$ cat src/rtl/add3_3_pkg.sv
// Shared constants and helpers for the add3_3 arbiter slice.
// Exports ADD3_3_LAT, WIN_N and id_w().
package add3_3_pkg;

   // Enabled-cycle latency of the add3_3 window adder.
   localparam int ADD3_3_LAT = 5;

   // Elements per 3x3 window.
   localparam int WIN_N = 9;

   // Width of a requester index, never below one bit.
   function automatic int id_w(input int n);
      return (n > 2) ? $clog2(n) : 1;
   endfunction

endpackage

$ cat src/rtl/add3_3_arb_rr.sv
// Combinational round-robin picker: first set ireq at or above iptr, wrapping.
// Ports: ireq, ien, iptr in; ogrant (one-hot or zero), ogrant_idx out.
module rr_arbiter
   import add3_3_pkg::*;
#(
   parameter int pN = 4,
   localparam int IW = id_w(pN)
) (
   input  logic [pN-1:0] ireq,
   input  logic          ien,
   input  logic [IW-1:0] iptr,
   output logic [pN-1:0] ogrant,
   output logic [IW-1:0] ogrant_idx
);

   int            k;
   logic [IW-1:0] idx;
   logic          hit;

   always_comb begin
      ogrant     = '0;
      ogrant_idx = '0;
      hit        = 1'b0;
      k          = 0;
      idx        = '0;
      for (int i = 0; i < pN; i++) begin
         k = int'(iptr) + i;
         if (k >= pN) k = k - pN;
         idx = IW'(k);
         if (ien && !hit && ireq[idx]) begin
            hit             = 1'b1;
            ogrant[idx]     = 1'b1;
            ogrant_idx      = idx;
         end
      end
   end

endmodule

$ cat src/rtl/add3_3_arb.sv
// Shares one add3_3 window adder among pNUM_REQ requesters with tagged results.
// Ports: iclk/irst_n; ireq_* / oreq_ready; oadd_* / iadd_data; ores_* / ires_ready; obusy.
module add3_3_arb
   import add3_3_pkg::*;
#(
   parameter int pDATA_W  = 8,
   parameter int pNUM_REQ = 4,
   parameter int pADD_LAT = ADD3_3_LAT,
   localparam int IW = id_w(pNUM_REQ)
) (
   input  logic                                           iclk,
   input  logic                                           irst_n,
   input  logic [pNUM_REQ-1:0]                            ireq_valid,
   input  logic [pNUM_REQ-1:0][WIN_N-1:0][pDATA_W-1:0]   ireq_data,
   output logic [pNUM_REQ-1:0]                            oreq_ready,
   output logic                                           oadd_en,
   output logic [WIN_N-1:0][pDATA_W-1:0]                  oadd_data,
   input  logic [2*pDATA_W-1:0]                           iadd_data,
   output logic                                           ores_valid,
   output logic [IW-1:0]                                  ores_id,
   output logic [2*pDATA_W-1:0]                           ores_data,
   input  logic                                           ires_ready,
   output logic                                           obusy
);

   typedef logic [WIN_N-1:0][pDATA_W-1:0] window_t;

   logic [pADD_LAT-1:0]         vld;
   logic [pADD_LAT-1:0][IW-1:0] id;
   logic [IW-1:0]               rr_ptr;
   logic [pNUM_REQ-1:0]         grant;
   logic [IW-1:0]               gidx;
   logic                        adv;
   logic                        take;
   window_t                     win;

   // A result parked at the adder output with no taker freezes
   // the adder, the tag pipeline and the grant together.
   assign adv = !(vld[pADD_LAT-1] && !ires_ready);

   rr_arbiter #(
      .pN(pNUM_REQ)
   ) u_rr (
      .ireq      (ireq_valid),
      .ien       (adv),
      .iptr      (rr_ptr),
      .ogrant    (grant),
      .ogrant_idx(gidx)
   );

   assign take = |grant;

   // Bubbles feed zeros; their adder output is masked by vld.
   always_comb begin
      win = '0;
      if (take) win = ireq_data[gidx];
   end

   always_ff @(posedge iclk) begin
      if (!irst_n) begin
         vld    <= '0;
         id     <= '0;
         rr_ptr <= '0;
      end else if (adv) begin
         vld <= {vld[pADD_LAT-2:0], take};
         id  <= {id[pADD_LAT-2:0], gidx};
         if (take) begin
            rr_ptr <= (gidx == IW'(pNUM_REQ - 1)) ? '0 : gidx + 1'b1;
         end
      end
   end

   assign oreq_ready = grant;
   assign oadd_en    = adv;
   assign oadd_data  = win;
   assign ores_valid = vld[pADD_LAT-1];
   assign ores_id    = id[pADD_LAT-1];
   assign ores_data  = iadd_data;
   assign obusy      = |vld;

endmodule

$ cat config.mk
export PLATFORM = sky130hd
export DESIGN_NAME = add3_3_arb
export DESIGN_NICKNAME = d
export VERILOG_FILES = /design/src/rtl/add3_3_pkg.sv /design/src/rtl/add3_3_arb_rr.sv /design/src/rtl/add3_3_arb.sv
export SDC_FILE = /design/constraint.sdc
export NUM_CORES = 1
export LEC_CHECK = 0
export ABC_CLOCK_PERIOD_IN_PS = 3750
export CAP_MARGIN = 40
export CORE_AREA = 2 2 159 161
export DETAILED_ROUTE_END_ITERATION = 7
export DIE_AREA = 0 0 161 163
export DONT_BUFFER_PORTS = 1
export PLACE_DENSITY = 0.35
export SLEW_MARGIN = 30
export SYNTH_ARGS = -nofsm -noshare
export SYNTH_HDL_FRONTEND = slang
export SYNTH_SLANG_ARGS = --single-unit
$ cat constraint.sdc
create_clock -name iclk -period 3.75 [get_ports iclk]
set_input_delay 0.375 -clock iclk [delete_from_list [all_inputs] [get_ports iclk]]
set_output_delay 0.375 -clock iclk [all_outputs]
set_load 0.02 [all_outputs]
==> flow_metrics.py, run 1 <==
metrics = {
    "outcome": {
        "status": "finished clean",
    },
    "floorplanning": {
        "core_um2": 24700,
        "initial_utilization_pct": 14.2,
        "rows": 58,
        "die_h_um": 163,
        "dieArea_um2": 26200,
        "num_io_pins": 408,
        "die_w_um": 161,
    },
    "timing": {
        "skew_ns": 0.00107,
        "maxSlewHeadroom_pct": 64.6,
        "period_needed_ns": 3.64,
        "tightest_slew_ns": 0.532,
        "min_period_over_period_pct": 97.0,
        "fmax_mhz": 275,
        "fin_hold_ws_ns": 0.252,
        "hold_viol": 0,
        "rsz0062_at_grt": "false",
        "setup-violations-final": 0,
        "drv_slew": 0,
    },
    "clocking": {
        "cts_tree": "built",
        "clock_path_buffers": 2,
        "cts-root-buf": "clkbuf_16",
        "hold_buffers": 0,
        "insertion_delay_ns": 0.24,
        "clkSinkCount": 17,
        "cts.htree.levels": 1,
        "numCtsBuffers": 3,
        "path_clk_slew_ns": 0.05,
    },
    "final_layout": {
        "drive_above_1_share_pct": 40.1,
        "nets": 608,
        "syn2layout_area_growth_pct": 15.0,
        "fillers": 2773,
        "final_util_pct": 16.3,
        "seqCellArea_um2": 340,
        "multi_input_area_um2": 2810,
    },
    "setup_path": {
        "setup.worst_path.end_class": "output port",
        "setup.worst_path.class": "reg -> out",
        "arrival_ns": 3.26,
        "cpMaxStageDelayCell": "mux4_2",
        "reg2reg_from": "rr_ptr[1]",
        "critPathTopFamily": "multiplexers",
        "worstPathCellList": "inv_1 > ha_4 > mux4_2 > or3b_4 > a211o_1 > nand3_4 > buf_12 > clkbuf_16 > mux4_2 > and2_1",
        "max_stage_delay_ns": 0.54,
        "startpoint": "rr_ptr[1]",
        "cp_max_fo": 19,
        "cpMostUsedCell": "mux4_2",
        "crit_buf_inv": 3,
        "worstPathRequired_ns": 3.38,
        "cp-start-kind": "flop",
    },
    "power": {
        "seqPwrFrac_pct": 4.6,
        "p_leak_nw": 1.25,
        "ir_worst_vdd_mv": 0.465,
        "switchingPower_mw": 2.80,
        "combPwrFrac_pct": 91.2,
        "p_per_area_nw_per_um2": 1260,
        "pwr-share-clk_pct": 4.2,
        "switching_share_pct": 55.6,
        "intPower_mw": 2.24,
    },
    "worst_hold_path": {
        "hold_class": "in -> reg",
        "min-delay-start": "irst_n",
    },
    "detailed_routing": {
        "totalWireLength_um": 18800,
        "viasPerCell": 4.67,
        "drc": 0,
        "drt-initial-drc-count": 285,
        "num_vias": 2958,
        "first_pass_iters": 7,
        "wl_per_cell_um": 29.6,
        "drtAntennaViolNets": 0,
    },
    "logic_synthesis": {
        "synth_cell_types": 36,
        "ys_warn_count": 0,
        "synth_top_area_cell": "mux4_2",
        "synthCells": 313,
        "syn-cell-area_um2": 3490,
        "yosys-top-cells-area": "mux4_2 (49%), and2_1 (13%), dfxtp_1 (9.7%), buf_6 (4.8%), nand2_1 (4.0%)",
        "synth_most_common_cell": "mux4_2",
        "async_reset_ff_share_pct": 0,
        "ys_seq_area_share_pct": 9.75,
        "synthTopCellsByCount": "mux4_2 (76), and2_1 (72), nand2_1 (37)",
        "synth-main-ff-cell": "dfxtp_1",
        "synth_top_cell_area_share_pct": 49.0,
        "syn_nets": 628,
        "ys_ff_latch": 17,
        "synth_edf_count": 0,
        "synth_area_per_cell_um2": 11.2,
    },
    "place": {
        "gp_congestion": 0.974,
        "hpwl_um": 15700,
        "port_buffers": 0,
    },
    "grt": {
        "first_global_vias": 2884,
        "track_usage_pct": 12.5,
        "antenna_found_initial": 24,
        "grt_max_degree": 73,
        "grt_pass1_wl_um": 23400,
        "grt.overflow.total": 0,
    },
    "flow_run": {
        "maxCapViolations": 0,
    },
}
-- layout make-up --
cell class	count	area share [%]
clock buffers	4	1.96
inverters	7	0.654
repair buffers	22	8.10
flip-flops and latches	17	8.47
diodes	11	0.685
well taps	330	10.3
multi-input cells	242	69.8
-- state kept, by name (all words and copies together) (netlist names) --
signal	count
rr_ptr	2
vld	5
ores_id	2
id	8
-- final timing paths --
check,end,cells past startpoint,slack (ns)
min reg2reg,id[7],2,0.46
max reg2reg,rr_ptr[0],9,1.04
min,vld[4],1,0.25
max,oadd_data[20],10,0.11
-- through the flow --
step	std cells	instance area (um2)	power [mW]	TNS (ns)	setup WS, ns
after floorplan	313	3490	3.92	0	0.189
after global placement	610	3720	4.49	-0.0244	-0.0244
after detailed placement	610	3720	4.56	-1.23	-0.0960
after CTS	618	3890	4.94	0	0.0397
after global routing	629	4010	5.33	0	0.0138
final	633	4020	5.05	0	0.113
-- power by group through the flow --
stage	combinational (mW)	sequential, mW	clock, mW
2_1_floorplan	3.69	0.237	0
3_3_place_gp	4.25	0.238	0
3_5_place_dp	4.32	0.238	0
4_1_cts	4.49	0.235	0.220
5_1_grt	4.86	0.239	0.229
6_report	4.60	0.235	0.212
-- layout by cell type (no fill, tap or decap), types with 2 or more instances in the layout --
| cell type | count |
|---|---|
| and2_2 | 6 |
| nand2_1 | 37 |
| buf_4 | 10 |
| ha_1 | 3 |
| nor2b_1 | 3 |
| buf_12 | 10 |
| dfxtp_1 | 17 |
| a21oi_1 | 2 |
| inv_1 | 6 |
| a21boi_0 | 13 |
| nand3_1 | 3 |
| diode_2 | 11 |
| and2_1 | 66 |
| clkbuf_16 | 5 |
| o21ai_0 | 5 |
| mux2_2 | 2 |
| mux2i_1 | 4 |
| a222oi_1 | 4 |
| mux4_2 | 76 |
-- layer usage --
| metal | wire length, um | global-route usage (%) | up-vias |
|---|---|---|---|
| met1 | 6250 | 13.7 | 1464 |
| met2 | 9150 | 20.6 | 283 |
| li1 | - | - | 1155 |
| met4 | 217 | 1.66 | 20 |
| met3 | 3010 | 8.48 | 36 |
| met5 | 141 | 0 | - |
-- logic make-up (layout without fill, tap and decap cells) --
logic type | after synthesis | count (layout) | synth area share (%)
flip-flops | 17 | 17 | 9.75
other | 0 | 11 | 0
AND/OR/NAND/NOR | 123 | 123 | 19.8
adder cells (fa/ha/maj) | 4 | 4 | 1.43
multiplexers | 82 | 82 | 50.8
AO/OA/AOI/OAI | 33 | 33 | 7.13
buffers and inverters | 54 | 33 | 11.1
-- what timing repair did --
item,4_1_cts,5_1_grt
gates cloned,0,2
gates resized for setup,7,3
buffers inserted,4,2
pin swaps,1,2
setup endpoints to repair,72,35
Note: power is estimated with default switching activity, not from simulation.
==> inputs of run 2 (changes only) <==
--- a/config.mk
+++ b/config.mk
@@ -11,7 +11,7 @@
 export DETAILED_ROUTE_END_ITERATION = 7
 export DIE_AREA = 0 0 161 163
 export DONT_BUFFER_PORTS = 1
-export PLACE_DENSITY = 0.35
+export PLACE_DENSITY = 0.31
 export SLEW_MARGIN = 30
 export SYNTH_ARGS = -nofsm -noshare
 export SYNTH_HDL_FRONTEND = slang
==> flow_metrics.py, run 2 (synthesized netlist as in run 1, its figures left out) <==
metrics = {
    "setup_path": {
        "setup.worst_path.class": "reg -> out",
        "startpoint": "rr_ptr[1]",
        "setup.worst_path.end_class": "output port",
        "max_stage_delay_ns": 0.52,
        "arrival_ns": 3.27,
        "worstPathRequired_ns": 3.38,
        "critPathTopFamily": "multiplexers",
        "cp-start-kind": "flop",
        "crit_buf_inv": 4,
        "reg2reg_from": "rr_ptr[1]",
        "cp_max_fo": 17,
        "cpMaxStageDelayCell": "mux4_2",
        "worstPathCellList": "inv_1 > ha_4 > mux4_2 > buf_4 > nand2b_4 > a211oi_4 > nor2_4 > buf_12 > buf_12 > mux4_2 > and2_2",
    },
    "clocking": {
        "cts-root-buf": "clkbuf_16",
        "insertion_delay_ns": 0.25,
        "hold_buffers": 0,
        "numCtsBuffers": 3,
        "clkSinkCount": 17,
        "cts_tree": "built",
        "clock_path_buffers": 2,
        "cts.htree.levels": 1,
        "path_clk_slew_ns": 0.05,
    },
    "timing": {
        "maxSlewHeadroom_pct": 67.6,
        "skew_ns": 0.00464,
        "tightest_slew_ns": 0.486,
        "rsz0062_at_grt": "true",
        "fin_hold_ws_ns": 0.241,
        "min_period_over_period_pct": 97.1,
        "drv_slew": 0,
        "hold_viol": 0,
        "fmax_mhz": 275,
        "setup-violations-final": 0,
        "period_needed_ns": 3.64,
    },
    "final_layout": {
        "layout.cells.non_filler": 619,
        "final_area_um2": 3980,
        "final_cell_mix": "mux4_2 (76), and2_1 (65), nand2_1 (37)",
        "max_flop_register": "id",
        "layout_top_registers": "id: 8 flops, vld: 5 flops",
        "multi_input_area_um2": 2810,
        "nets": 603,
        "final_util_pct": 16.1,
        "syn2layout_area_growth_pct": 14.0,
        "drive_above_1_share_pct": 40.1,
        "final_common_cell": "mux4_2",
        "largest_reg_flops": 8,
        "fillers": 2798,
        "seqCellArea_um2": 340,
    },
    "grt": {
        "first_global_vias": 2818,
        "track_usage_pct": 10.6,
        "grt.overflow.total": 0,
        "grt_pass1_wl_um": 20900,
        "grt_max_degree": 73,
        "antenna_found_initial": 9,
    },
    "power": {
        "finalPower_mw": 5.06,
        "ir_worst_vdd_mv": 0.546,
        "p_per_area_nw_per_um2": 1270,
        "p_leak_nw": 1.24,
    },
    "detailed_routing": {
        "num_vias": 2836,
        "drc": 0,
        "totalWireLength_um": 15900,
        "highest_layer": "met5",
        "wl_met1_um": 6010,
        "viasPerCell": 4.58,
        "wl_per_cell_um": 25.8,
        "met3_length_um": 1820,
        "first_pass_iters": 5,
        "drtAntennaViolNets": 0,
        "drt-initial-drc-count": 170,
        "wl_met2_um": 7900,
    },
    "place": {
        "gp_congestion": 0.802,
        "port_buffers": 0,
        "place_area_um2": 3680,
        "hpwl_um": 12700,
        "place_inst": 605,
    },
    "worst_hold_path": {
        "hold_class": "in -> reg",
        "min-delay-start": "irst_n",
    },
    "floorplanning": {
        "num_io_pins": 408,
        "die_w_um": 161,
        "initial_utilization_pct": 14.2,
        "core_um2": 24700,
        "die_h_um": 163,
        "dieArea_um2": 26200,
        "rows": 58,
    },
    "flow_run": {
        "maxCapViolations": 0,
    },
    "outcome": {
        "status": "finished clean",
    },
}
==> run 2: power by group <==
| part | leakage (nW) | switching [mW] | internal, mW |
|---|---|---|---|
| combinational | 1.06 | 2.70 | 1.90 |
| clock | 0.0371 | 0.0715 | 0.144 |
| sequential | 0.139 | 0.0217 | 0.216 |
| total | 1.24 | 2.79 | 2.26 |
==> run 2: final timing paths <==
kind	cells past startpoint	slack, ns	to
worst max register to register	9	1.08	rr_ptr[0]
worst min register to register	2	0.46	id[0]
worst max-delay path	11	0.11	oadd_data[35]
worst min-delay path	1	0.24	vld[4]
==> run 2: metrics by stage <==
step                      worst slack, ns  TNS [ns]
after global placement              0.171         0
after global routing              -0.0260    -0.107
after floorplan                     0.189         0
after detailed placement            0.118         0
final                               0.107         0
after CTS                         0.00921         0
==> run 2: area by class of cell <==
cell class	instances	area share [%]
Tap cell	330	10.4
Timing Repair Buffer	17	7.61
Sequential cell	17	8.55
Antenna cell	2	0.126
Clock buffer	3	1.89
Clock inverter	1	0.189
Inverter	7	0.660
Multi-Input combinational cell	242	70.6
==> run 2: repair_timing <==
action / CTS / global route
cloned: 2 / 2
setup endpoints to repair: 72 / 72
resized for setup: 10 / 8
setup buffers: 2 / 2
hold endpoints to repair: 0 / 0
pin swaps: 0 / 4
==> run 2: layer usage <==
metal | track usage (%) | vias up
li1 | - | 1139
met1 | 12.7 | 1446
met2 | 18.2 | 213
met3 | 4.66 | 24
met4 | 1.26 | 14
met5 | 0 | -
==> run 2: worst register-to-register path: stages, from the launching register on <==
cell	delay, ns
dfxtp_1	0.33
inv_1	0.10
ha_4	0.32
mux4_2	0.52
buf_4	0.18
nand2_1	0.06
o21ai_1	0.05
a222oi_1	0.47
and4_1	0.36
mux2i_1	0.21
